### config.mk
export PLATFORM = sky130hd
export DESIGN_NAME = vram_arbiter
export DESIGN_NICKNAME = d
export VERILOG_FILES = /design/src/rtl/vram_arbiter.sv
export SDC_FILE = /design/constraint.sdc
export NUM_CORES = 1
export LEC_CHECK = 0
export ABC_AREA = 1
export CORE_MARGIN = 3
export CORE_UTILIZATION = 30
export CTS_CLUSTER_DIAMETER = 120
export DETAILED_ROUTE_END_ITERATION = 16
export GPL_ROUTABILITY_DRIVEN = 0
export PLACE_DENSITY = 0.62
export SYNTH_ARGS = -nofsm -noshare
export SYNTH_HDL_FRONTEND = slang
export SYNTH_SLANG_ARGS = --single-unit
### constraint.sdc
create_clock -name clk -period 2.05 [get_ports clk]
set_input_delay 0.41 -clock clk [delete_from_list [all_inputs] [get_ports clk]]
set_output_delay 0.41 -clock clk [all_outputs]
set_load 0.01 [all_outputs]
### src/rtl/vram_arbiter.sv
// Single-port VRAM arbiter: VGA scanout has absolute priority, CPU writes are posted into a
// one-entry write buffer, and CPU reads either forward from that buffer or wait for a free slot.
module vram_arbiter #(
    parameter int ADDR_W = 14,
    parameter int DATA_W = 16
) (
    input  logic              clk,
    input  logic              resetn,
    input  logic              vga_req,
    input  logic [ADDR_W-1:0] vga_addr,
    output logic              vga_valid,
    output logic [DATA_W-1:0] vga_rdata,
    input  logic              cpu_req,
    input  logic              cpu_we,
    input  logic [ADDR_W-1:0] cpu_addr,
    input  logic [DATA_W-1:0] cpu_wdata,
    output logic              cpu_ack,
    output logic [DATA_W-1:0] cpu_rdata,
    output logic [ADDR_W-1:0] ram_addr,
    output logic              ram_we,
    output logic [DATA_W-1:0] ram_wdata,
    input  logic [DATA_W-1:0] ram_rdata
);

    localparam logic [1:0] GNT_IDLE  = 2'd0;
    localparam logic [1:0] GNT_VGA   = 2'd1;
    localparam logic [1:0] GNT_WB    = 2'd2;
    localparam logic [1:0] GNT_CPURD = 2'd3;

    logic              r_wb_valid;
    logic [ADDR_W-1:0] r_wb_addr;
    logic [DATA_W-1:0] r_wb_data;
    logic              r_cpu_ack;
    logic              r_cpu_rd_ram;
    logic [DATA_W-1:0] r_cpu_rdata;
    logic              r_vga_valid;
    logic [DATA_W-1:0] r_vga_rdata;
    logic [ADDR_W-1:0] r_ram_addr;
    logic [DATA_W-1:0] r_ram_wdata;

    logic [1:0]        w_grant;
    logic              w_cpu_elig;
    logic              w_wb_hit;
    logic              w_wr_accept;
    logic              w_hit_accept;
    logic [ADDR_W-1:0] w_ram_addr;
    logic              w_ram_we;
    logic [DATA_W-1:0] w_ram_wdata;

    // The request seen during the ack cycle belongs to the next transaction, so it waits a cycle.
    assign w_cpu_elig   = cpu_req && !r_cpu_ack;
    assign w_wb_hit     = r_wb_valid && (r_wb_addr == cpu_addr);
    assign w_wr_accept  = w_cpu_elig && cpu_we && (!r_wb_valid || (w_grant == GNT_WB));
    assign w_hit_accept = w_cpu_elig && !cpu_we && w_wb_hit;

    // Slot grant: VGA, then buffer drain, then a CPU read miss.
    always_comb begin
        w_grant = GNT_IDLE;
        if (vga_req) begin
            w_grant = GNT_VGA;
        end else if (r_wb_valid) begin
            w_grant = GNT_WB;
        end else if (w_cpu_elig && !cpu_we) begin
            w_grant = GNT_CPURD;
        end else begin
            w_grant = GNT_IDLE;
        end
    end

    // RAM port drive for the granted requester; idle cycles hold the last address and data.
    always_comb begin
        w_ram_addr  = r_ram_addr;
        w_ram_we    = 1'b0;
        w_ram_wdata = r_ram_wdata;
        case (w_grant)
            GNT_VGA: begin
                w_ram_addr = vga_addr;
            end
            GNT_WB: begin
                w_ram_addr  = r_wb_addr;
                w_ram_we    = 1'b1;
                w_ram_wdata = r_wb_data;
            end
            GNT_CPURD: begin
                w_ram_addr = cpu_addr;
            end
            default: begin
                w_ram_addr  = r_ram_addr;
                w_ram_we    = 1'b0;
                w_ram_wdata = r_ram_wdata;
            end
        endcase
    end

    // Write buffer: a write accepted in a drain cycle reloads it, so the new data wins.
    always_ff @(posedge clk or negedge resetn) begin
        if (!resetn) begin
            r_wb_valid <= 1'b0;
            r_wb_addr  <= {ADDR_W{1'b0}};
            r_wb_data  <= {DATA_W{1'b0}};
        end else if (w_wr_accept) begin
            r_wb_valid <= 1'b1;
            r_wb_addr  <= cpu_addr;
            r_wb_data  <= cpu_wdata;
        end else if (w_grant == GNT_WB) begin
            r_wb_valid <= 1'b0;
        end
    end

    // CPU handshake and read data; a RAM read result is captured during its ack cycle.
    always_ff @(posedge clk or negedge resetn) begin
        if (!resetn) begin
            r_cpu_ack    <= 1'b0;
            r_cpu_rd_ram <= 1'b0;
            r_cpu_rdata  <= {DATA_W{1'b0}};
        end else begin
            r_cpu_ack    <= w_wr_accept || w_hit_accept || (w_grant == GNT_CPURD);
            r_cpu_rd_ram <= (w_grant == GNT_CPURD);
            if (w_hit_accept) begin
                r_cpu_rdata <= r_wb_data;
            end else if (r_cpu_rd_ram) begin
                r_cpu_rdata <= ram_rdata;
            end
        end
    end

    // VGA return path and held RAM port values.
    always_ff @(posedge clk or negedge resetn) begin
        if (!resetn) begin
            r_vga_valid <= 1'b0;
            r_vga_rdata <= {DATA_W{1'b0}};
            r_ram_addr  <= {ADDR_W{1'b0}};
            r_ram_wdata <= {DATA_W{1'b0}};
        end else begin
            r_vga_valid <= vga_req;
            if (r_vga_valid) begin
                r_vga_rdata <= ram_rdata;
            end
            r_ram_addr  <= w_ram_addr;
            r_ram_wdata <= w_ram_wdata;
        end
    end

    assign vga_valid = r_vga_valid;
    assign vga_rdata = r_vga_valid ? ram_rdata : r_vga_rdata;
    assign cpu_ack   = r_cpu_ack;
    assign cpu_rdata = r_cpu_rd_ram ? ram_rdata : r_cpu_rdata;
    assign ram_addr  = w_ram_addr;
    assign ram_we    = w_ram_we;
    assign ram_wdata = w_ram_wdata;

endmodule

==> results of run 1 <==
## worst max-delay path, delay by kind of cell, from the launching register on
family,cells,cell delay [ps]
AOI/OAI and AO/OA,1,60
and+or+nand+nor,3,300
buffers and inverters,5,650
DFF,1,400
## how the worst max path moves through the flow
stage	startpoint	endpoint	slack (ps)	cells after the start
2_1_floorplan	vga_req	ram_addr[6]	260	5
3_3_place_gp	vga_req	ram_addr[7]	-640	7
3_5_place_dp	vga_req	ram_addr[1]	-750	7
4_1_cts	r_wb_valid	ram_addr[2]	-160	9
5_1_grt	r_wb_valid	ram_addr[8]	-240	9
6_report	r_wb_valid	ram_addr[8]	-130	9
## state kept, by name (all words and copies together), names as in the netlist
| signal | count |
|---|---|
| r_vga_rdata | 16 |
| r_wb_valid | 1 |
| r_cpu_rd_ram | 1 |
| r_wb_addr | 14 |
| r_cpu_rdata | 16 |
| r_ram_addr | 14 |
| vga_valid | 1 |
| r_wb_data | 16 |
| r_ram_wdata | 16 |
| cpu_ack | 1 |
## cells by family after synthesis
kind of cell,count (synthesis),synth area share [%]
simple gates,220,21.4
flops,96,56.6
buf+inv,50,5.04
mux,48,12.7
compound gates,27,4.24
## power breakdown
part | internal (mW) | switching (mW)
Combinational | 0.891 | 0.855
Sequential | 2.30 | 0.192
Clock | 1.07 | 0.746
## layer usage
metal / global-route usage [%] / vias to the layer above / routed length (µm)
met5: 0 / - / 0
met4: 6.51 / 0 / 229
met3: 2.90 / 15 / 446
met2: 27.2 / 78 / 6200
met1: 19.2 / 1744 / 5280
li1: - / 1787 / -
## area by class of cell
| class | count | area, µm² | area share (%) |
|---|---|---|---|
| clock buffers | 10 | 229 | 3.51 |
| clock inverters | 6 | 91.3 | 1.40 |
| inverters | 31 | 119 | 1.82 |
| multi-input cells | 295 | 1770 | 27.1 |
| flip-flops and latches | 96 | 2400 | 36.8 |
| well taps | 176 | 220 | 3.37 |
| repair buffers | 189 | 1700 | 26.0 |
## what timing repair did
| action | 4_1_cts | 5_1_grt |
|---|---|---|
| gates resized for setup | 155 | 55 |
| endpoints found under the setup margin | 63 | 30 |
| hold endpoints to repair | 27 | 0 |
| cloned | 1 | 0 |
| buffers inserted | 14 | 6 |
| hold buffers | 1 | 0 |
| pin swaps | 3 | 5 |
## metrics by stage
stage / setup TNS [ps] / area [µm²]
2_1_floorplan: 0 / 4250
3_3_place_gp: -20920 / 6020
3_5_place_dp: -25320 / 6020
4_1_cts: -1570 / 6460
5_1_grt: -2820 / 6530
6_report: -1220 / 6530
## placed cells by master (no fill, tap or decap)
cell type	instances
nand3b_1	1
inv_1	25
nand3_1	16
nor2_1	10
o21ai_0	15
clkinvlp_4	3
nand2_1	165
buf_2	19
nand3_4	1
nor3_4	1
nand2_4	4
dlygate4sd3_1	1
o2111ai_1	3
buf_6	15
nand2_2	16
clkbuf_1	1
inv_4	1
nand4_1	2
o2111ai_2	9
buf_8	1
clkbuf_16	9
bufinv_16	2
clkbuf_2	5
inv_6	1
dfrtp_1	96
nand4_4	1
inv_2	5
buf_12	6
clkdlybuf4s50_1	62
nor2_4	3
dlygate4sd2_1	36
buf_4	44
mux2_2	48
==> results.cfg, run 1 <==
[placement]
place_hpwl_um = 8780
place_inst = 767
dp_slack_ps = -746
io_buffers = 129

[sta]
relSlewSlack_pct = 73.5
clock.fmax_ghz = 0.459
grt_setup_unrepaired = yes
tightest_slew_ps = 397
finalHoldViolCount = 0
worst_slack_ps = -129
whs_ps = 479
fin_crit_sh_pct = 106
clock_skew_ps = 9.65
period_needed_ps = 2180
setup_viol = 14
slew_viol_final = 0

[cells_and_area]
fin_cells = 803
post-route-util_pct = 48.2
syn2layout_area_growth_pct = 53.8
drive_gt1_share_pct = 30.9
final_nets = 687
n_fill_cell = 1292
diodes = 0

[route]
drtPass1Iterations = 5
vias = 3624
drt-vias-per-instance = 4.51
totalWireLength_um = 12200
ant_nets = 0
wl_per_cell_um = 15.1
drc = 0
first_iter_violations = 179

[synth]
synth.most_common_cell = nand2_1
syn_avg_cell_area_um2 = 9.63
synth-seq-cells = 96
synthTopCellsByCount = nand2_1 (183), dfrtp_1 (96), mux2_2 (48)
synth_cells = 441
synth-edff-count = 0
yosys-top-cells-area = dfrtp_1 (57%), nand2_1 (16%), mux2_2 (13%)
async_reset_ff_share_pct = 100
yosys_warnings = 0
synth_top_area_share_pct = 56.6
synth_cell_types = 22
yosysTopAreaCell = dfrtp_1
ys_seq_area_share_pct = 56.6
syn_area_um2 = 4250
synthesis.nets = 506
yosys_most_used_dff = dfrtp_1

[global_routing]
antenna_found_initial = 0
grt_start_max_net_pins = 35
grt_pass1_vias = 3851
track_usage_pct = 15.7
grt_pass1_wl_um = 19600
overflow = 0

[job]
drv_cap = 0

[critical_path]
cp-start-kind = flop
worst-path-max-fanout = 5
arrival_ps = 1770
r2r_end = r_wb_addr[2]
worstSetupPathType = reg2out
crit_chain = inv_2 > nor2_4 > buf_6 > nor3_4 > buf_6 > buf_6 > nand2_2 > o2111ai_2 > buf_2
crit_required_ps = 1640
cp_common_cell = buf_6
critPathMaxStageDelay_ps = 400
ff2ff_path_depth = 7
worst_path_max_delay_cell = dfrtp_1
timing.rr.start = r_wb_valid
worstSetupEndpointType = output pin
regToRegSetupSlack_ps = 420

[hold_path]
hold_path_depth = 2
hold_path.class = reg2reg
holdPathEnd = r_ram_wdata[15]
hp-start = r_ram_wdata[15]

[cts]
root_buffer = clkbuf_16
tritoncts = done
insertion_delay_ps = 350
htree_levels = 3
path_clk_slew_ps = 70
clockBufferDepth = 2
cts_buffers = 9
cts.sinks = 96

[pwr]
power_density_nw_per_um2 = 928
irDropWorstVdd_mv = 0.393
power_mw = 6.06
cellLeakagePower_nw = 3.20

[floorplan]
die_h_um = 125
die_x_um = 125
dieArea_um2 = 15600
core_region_area_um2 = 13600
rows = 42
initial_utilization_pct = 31.3
io_pins = 130

[outcome]
status = complete, but fails checks
violations = setup timing
(Power assumes the default switching activity.)
==> inputs of run 2 (changes only) <==
--- a/config.mk
+++ b/config.mk
@@ -12,4 +12,5 @@
 export DETAILED_ROUTE_END_ITERATION = 16
 export GPL_ROUTABILITY_DRIVEN = 0
+export MAX_ROUTING_LAYER = met4
 export PLACE_DENSITY = 0.62
 export SYNTH_ARGS = -nofsm -noshare
==> constraint.sdc (replaced) <==
create_clock -name clk -period 2.05 [get_ports clk]
set_input_delay 0.615 -clock clk [delete_from_list [all_inputs] [get_ports clk]]
set_output_delay 0.615 -clock clk [all_outputs]
set_load 0.01 [all_outputs]
==> run 2 against run 1 <==
Effect of this change:
- the flow still finishes with violations (setup timing)
- core utilization grew 7.4 points
- setup slack worse by 120 ps
- die area did not move
- flip-flop and latch count unchanged
- sequential share of layout area is 4.9 points lower
- final cell count increased by 7.5%
- global-route usage increased by 2.0 points
- first-iteration DRC count grew 2.8%
- clock skew decreased by 4.1 ps
- sequential power rose by 2%
- power rose by 16%
- via count increased by 7.1%
==> results.cfg, run 2 (synthesis gave the netlist of run 1 again) <==
[sta]
setup_viol = 43
fin_crit_sh_pct = 112
clock.fmax_ghz = 0.435
tightest_slew_ps = 635
worst_slack_ps = -247
clock_skew_ps = 5.50
period_needed_ps = 2300
slew_viol_final = 0
relSlewSlack_pct = 57.7
grt_setup_unrepaired = yes
finalHoldViolCount = 0

[cells_and_area]
multi_input_comb_area_um2 = 2090
drive_gt1_share_pct = 47.9
final_common_cell = nand2_1
post-route-util_pct = 55.5
diodes = 0
syn2layout_area_growth_pct = 77.3
post-route-cell-area_um2 = 7530
register_area_um2 = 2400
n_fill_cell = 1210
final_nets = 747
final_cell_mix = nand2_1 (133), dfrtp_1 (94), buf_4 (94), buf_6 (62), clkdlybuf4s50_1 (43)

[critical_path]
critPathBufInv = 4
crit_chain = inv_2 > nor2_4 > buf_6 > nor3_4 > buf_6 > nand2_2 > o2111ai_2 > buf_2
ff2ff_path_depth = 15
critPathMaxStageDelay_ps = 390
arrival_ps = 1680
regToRegSetupSlack_ps = -60
r2r_end = r_ram_addr[11]
crit_required_ps = 1430
timing.rr.start = cpu_ack
cp_common_cell = buf_6
worst_path_max_delay_cell = dfrtp_1
critPathTopFamily = buffers and inverters
worstSetupPathType = reg2out
worstSetupEndpointType = output pin
cp-start-kind = flop
worst-path-max-fanout = 8

[global_routing]
met1_usage_pct = 21.1
track_usage_pct = 17.7
overflow = 0
antenna_found_initial = 0
grt_use_met3_pct = 2.99
grt-busiest-layer = met2
grt_pass1_wl_um = 21500
grtUsageMet2_pct = 30.0
grt_start_max_net_pins = 50
grt_pass1_vias = 4185

[placement]
place_hpwl_um = 8900
dp_slack_ps = -963
place_area_um2 = 6180
io_buffers = 129

[cts]
insertion_delay_ps = 350
tritoncts = done
path_clk_slew_ps = 70
htree_levels = 3
cts.sinks = 96
cts_buffers = 9
root_buffer = clkbuf_16
clockBufferDepth = 2

[hold_path]
hold_path.class = in2async

[pwr]
cellLeakagePower_nw = 3.81
power_density_nw_per_um2 = 930
power_mw = 7.00
irDropWorstVdd_mv = 0.373

[route]
ant_nets = 0
drtPass1Iterations = 4
first_iter_violations = 184
drc = 0
wl_per_cell_um = 15.5
totalWireLength_um = 13400
drt-vias-per-instance = 4.50
vias = 3882

[floorplan]
die_x_um = 125
rows = 42
initial_utilization_pct = 31.3
core_region_area_um2 = 13600
dieArea_um2 = 15600
die_h_um = 125
io_pins = 130

[outcome]
violations = setup timing
status = complete, but fails checks

[job]
drv_cap = 0
run 2: how the worst max path moves through the flow:
stage / cells past startpoint / start / endpoint
after floorplan: 6 / vga_req / ram_addr[3]
after global placement: 9 / vga_req / ram_addr[8]
after detailed placement: 7 / cpu_req / ram_addr[12]
after CTS: 8 / r_wb_valid / ram_addr[8]
after global routing: 8 / r_wb_valid / ram_addr[12]
final: 8 / r_wb_valid / ram_addr[12]
run 2: cell type report:
cell class | instances | area share [%]
sequential | 96 | 31.9
timing repair buffer | 249 | 31.6
multi-input combinational | 295 | 27.7
clock buffer | 11 | 3.22
tap | 176 | 2.92
inverter | 31 | 1.55
clock inverter | 5 | 1.06
run 2: routing by layer:
layer / vias to the layer above / routed length, µm
met5: - / 0
met4: 0 / 280
met3: 19 / 516
met2: 85 / 6880
met1: 1883 / 5700
li1: 1895 / -
run 2: timing repair:
| item | in CTS | in global routing |
|---|---|---|
| setup endpoints to repair | 78 | 69 |
| pin swaps | 13 | 10 |
| cloned | 2 | 0 |
| gates resized for setup | 441 | 37 |
| endpoints found under the hold margin | 0 | 0 |
| buffers inserted | 48 | 22 |
| hold buffers | 0 | 0 |
run 2: metrics by stage:
| step | TNS, ps | cells | hold slack (ps) |
|---|---|---|---|
| after floorplan | 0 | 441 | 319 |
| after global placement | -51880 | 781 | 454 |
| after detailed placement | -52920 | 781 | 460 |
| after CTS | -6100 | 847 | 232 |
| after global routing | -8530 | 863 | 243 |
| final | -5310 | 863 | 225 |
run 2: where the power goes:
part	switching, mW	internal, mW	leakage [nW]
Clock	0.747	1.10	0.152
Combinational	1.07	1.54	2.50
Sequential	0.247	2.30	1.16
==> inputs of run 3 (changes only) <==
CAP_MARGIN = 30   (was unset)
CTS_BUF_LIST = sky130_fd_sc_hd__clkbuf_16   (was unset)
==> run 3 against run 2 <==
Effect of this change:
- highest routed layer unchanged
- setup slack improved by 3.2 ps
- final cell count did not move
- sequential share of layout area barely moved
- the run still ends with setup timing left
- power fell by 0.57%
==> results.cfg, run 3 (synthesis gave the netlist of run 1 again) <==
[placement]
place_area_um2 = 6180
place_hpwl_um = 8900
place_inst = 781
io_buffers = 129

[route]
vias = 3864
wl_per_cell_um = 15.5
drc = 0
drtPass1Iterations = 4
ant_nets = 0
first_iter_violations = 162
wl_met2_um = 6880
drt-vias-per-instance = 4.48
route.met3.wl_um = 470
routed.top_layer = met4
wl_met1_um = 5790
totalWireLength_um = 13400

[cells_and_area]
fin_cells = 863
final_cell_mix = nand2_1 (133), dfrtp_1 (94), buf_4 (94), buf_6 (62), clkdlybuf4s50_1 (43)
post-route-cell-area_um2 = 7530
post-route-util_pct = 55.5
diodes = 0
syn2layout_area_growth_pct = 77.2
drive_gt1_share_pct = 47.7
final_common_cell = nand2_1
final_nets = 747
n_fill_cell = 1207

[critical_path]
r2r_end = r_ram_addr[11]
cp_num_cells = 8
ff2ff_path_depth = 15
worstSetupEndpointType = output pin
worst-path-max-fanout = 8
crit_start = r_wb_valid
worst_path_max_delay_cell = dfrtp_1
crit_required_ps = 1430
crit_chain = inv_2 > nor2_4 > buf_6 > nor3_4 > buf_6 > nand2_2 > o2111ai_2 > buf_2
worstSetupPathType = reg2out
timing.rr.start = cpu_ack
critPathTopFamily = buffers and inverters
cp_common_cell = buf_6
critPathMaxStageDelay_ps = 390
cp-start-kind = flop
critPathBufInv = 4
crit_end = ram_addr[12]
arrival_ps = 1680
regToRegSetupSlack_ps = -60

[floorplan]
io_pins = 130
die_x_um = 125
rows = 42
core_region_area_um2 = 13600
die_h_um = 125
dieArea_um2 = 15600
initial_utilization_pct = 31.3

[global_routing]
grt_pass1_vias = 4152
grt_start_max_net_pins = 50
track_usage_pct = 17.7
antenna_found_initial = 0
grt_pass1_wl_um = 21500
overflow = 0

[cts]
insertion_delay_ps = 350
clockBufferDepth = 2
path_clk_slew_ps = 70
cts_buffers = 9
htree_levels = 3
cts.sinks = 96
ctsHoldBuffers = 0
root_buffer = clkbuf_16
tritoncts = done

[pwr]
pwr-share-comb_pct = 37.4
p_clk_share_pct = 25.9
irDropWorstVdd_mv = 0.371
power_mw = 6.96
swShare_pct = 29.6
p_int_mw = 4.90
pwr-share-seq_pct = 36.7
p_switching_mw = 2.06
cellLeakagePower_nw = 3.82
power_density_nw_per_um2 = 925

[sta]
fin_crit_sh_pct = 112
worst_slack_ps = -244
slew_viol_final = 0
clock_skew_ps = 6.02
grt_setup_unrepaired = yes
tightest_slew_ps = 636
clock.fmax_ghz = 0.436
period_needed_ps = 2290
relSlewSlack_pct = 57.6
setup_viol = 43
finalHoldViolCount = 0
tns_ps = -5320

[job]
drv_cap = 0

[outcome]
violations = setup timing
status = complete, but fails checks

[hold_path]
hold_path.class = in2async
run 3: changes by cell type in the layout (fill, tap and decap cells not counted), sizes merged:
cell / change
inv: +1
clkbuf: -2
clkinv: +1
run 3: cell type report:
class	count	area, µm²	share of cell area (%)
inverter	31	116	1.55
timing repair buffer	249	2380	31.6
clock inverter	7	87.6	1.16
clock buffer	9	225	2.99
multi-input combinational	295	2090	27.8
tap	176	220	2.93
sequential	96	2400	32.0
run 3: worst reg2reg max path: stages (launching register included):
cell and delay [ps]:
dfrtp_1 390, inv_2 100, nand3_4 100, nand2_1 80, inv_2 50, buf_4 150
nand2_2 60, o2111ai_2 110, buf_4 150, buf_4 120, buf_4 120, buf_4 120
buf_4 120, buf_4 120, buf_4 120, buf_4 120
run 3: timing repair:
action / 4_1_cts / 5_1_grt
gates resized for setup: 441 / 38
pin swaps: 13 / 10
cloned: 2 / 0
endpoints found under the setup margin: 78 / 69
setup buffers: 48 / 22
run 3: power groups by stage:
stage | Combinational [mW] | Clock [mW] | Sequential, mW
after floorplan | 0.838 | 0 | 2.47
after global placement | 1.90 | 0 | 2.51
after detailed placement | 1.93 | 0 | 2.53
after CTS | 2.42 | 1.85 | 2.54
after global routing | 2.80 | 1.92 | 2.60
final | 2.60 | 1.80 | 2.56
run 3: worst min-delay path by stage:
stage	start	endpoint	cells past startpoint
after floorplan	resetn	cpu_ack	0
after global placement	r_ram_wdata[5]	r_ram_wdata[5]	2
after detailed placement	r_ram_wdata[2]	r_ram_wdata[2]	2
after CTS	resetn	r_vga_rdata[5]	2
after global routing	resetn	r_vga_rdata[5]	2
final	resetn	r_vga_rdata[5]	2
run 3: through the flow:
step / setup WS [ps] / hold slack [ps]
finish: -244 / 228
global route: -327 / 243
CTS: -240 / 232
detailed placement: -963 / 460
global placement: -958 / 454
floorplan: 3.32 / 319
run 3: routing by layer:
metal / global-route usage (%) / vias up
li1: - / 1895
met1: 21.2 / 1871
met5: - / -
met3: 2.94 / 15
met2: 29.9 / 83
met4: 7.14 / 0
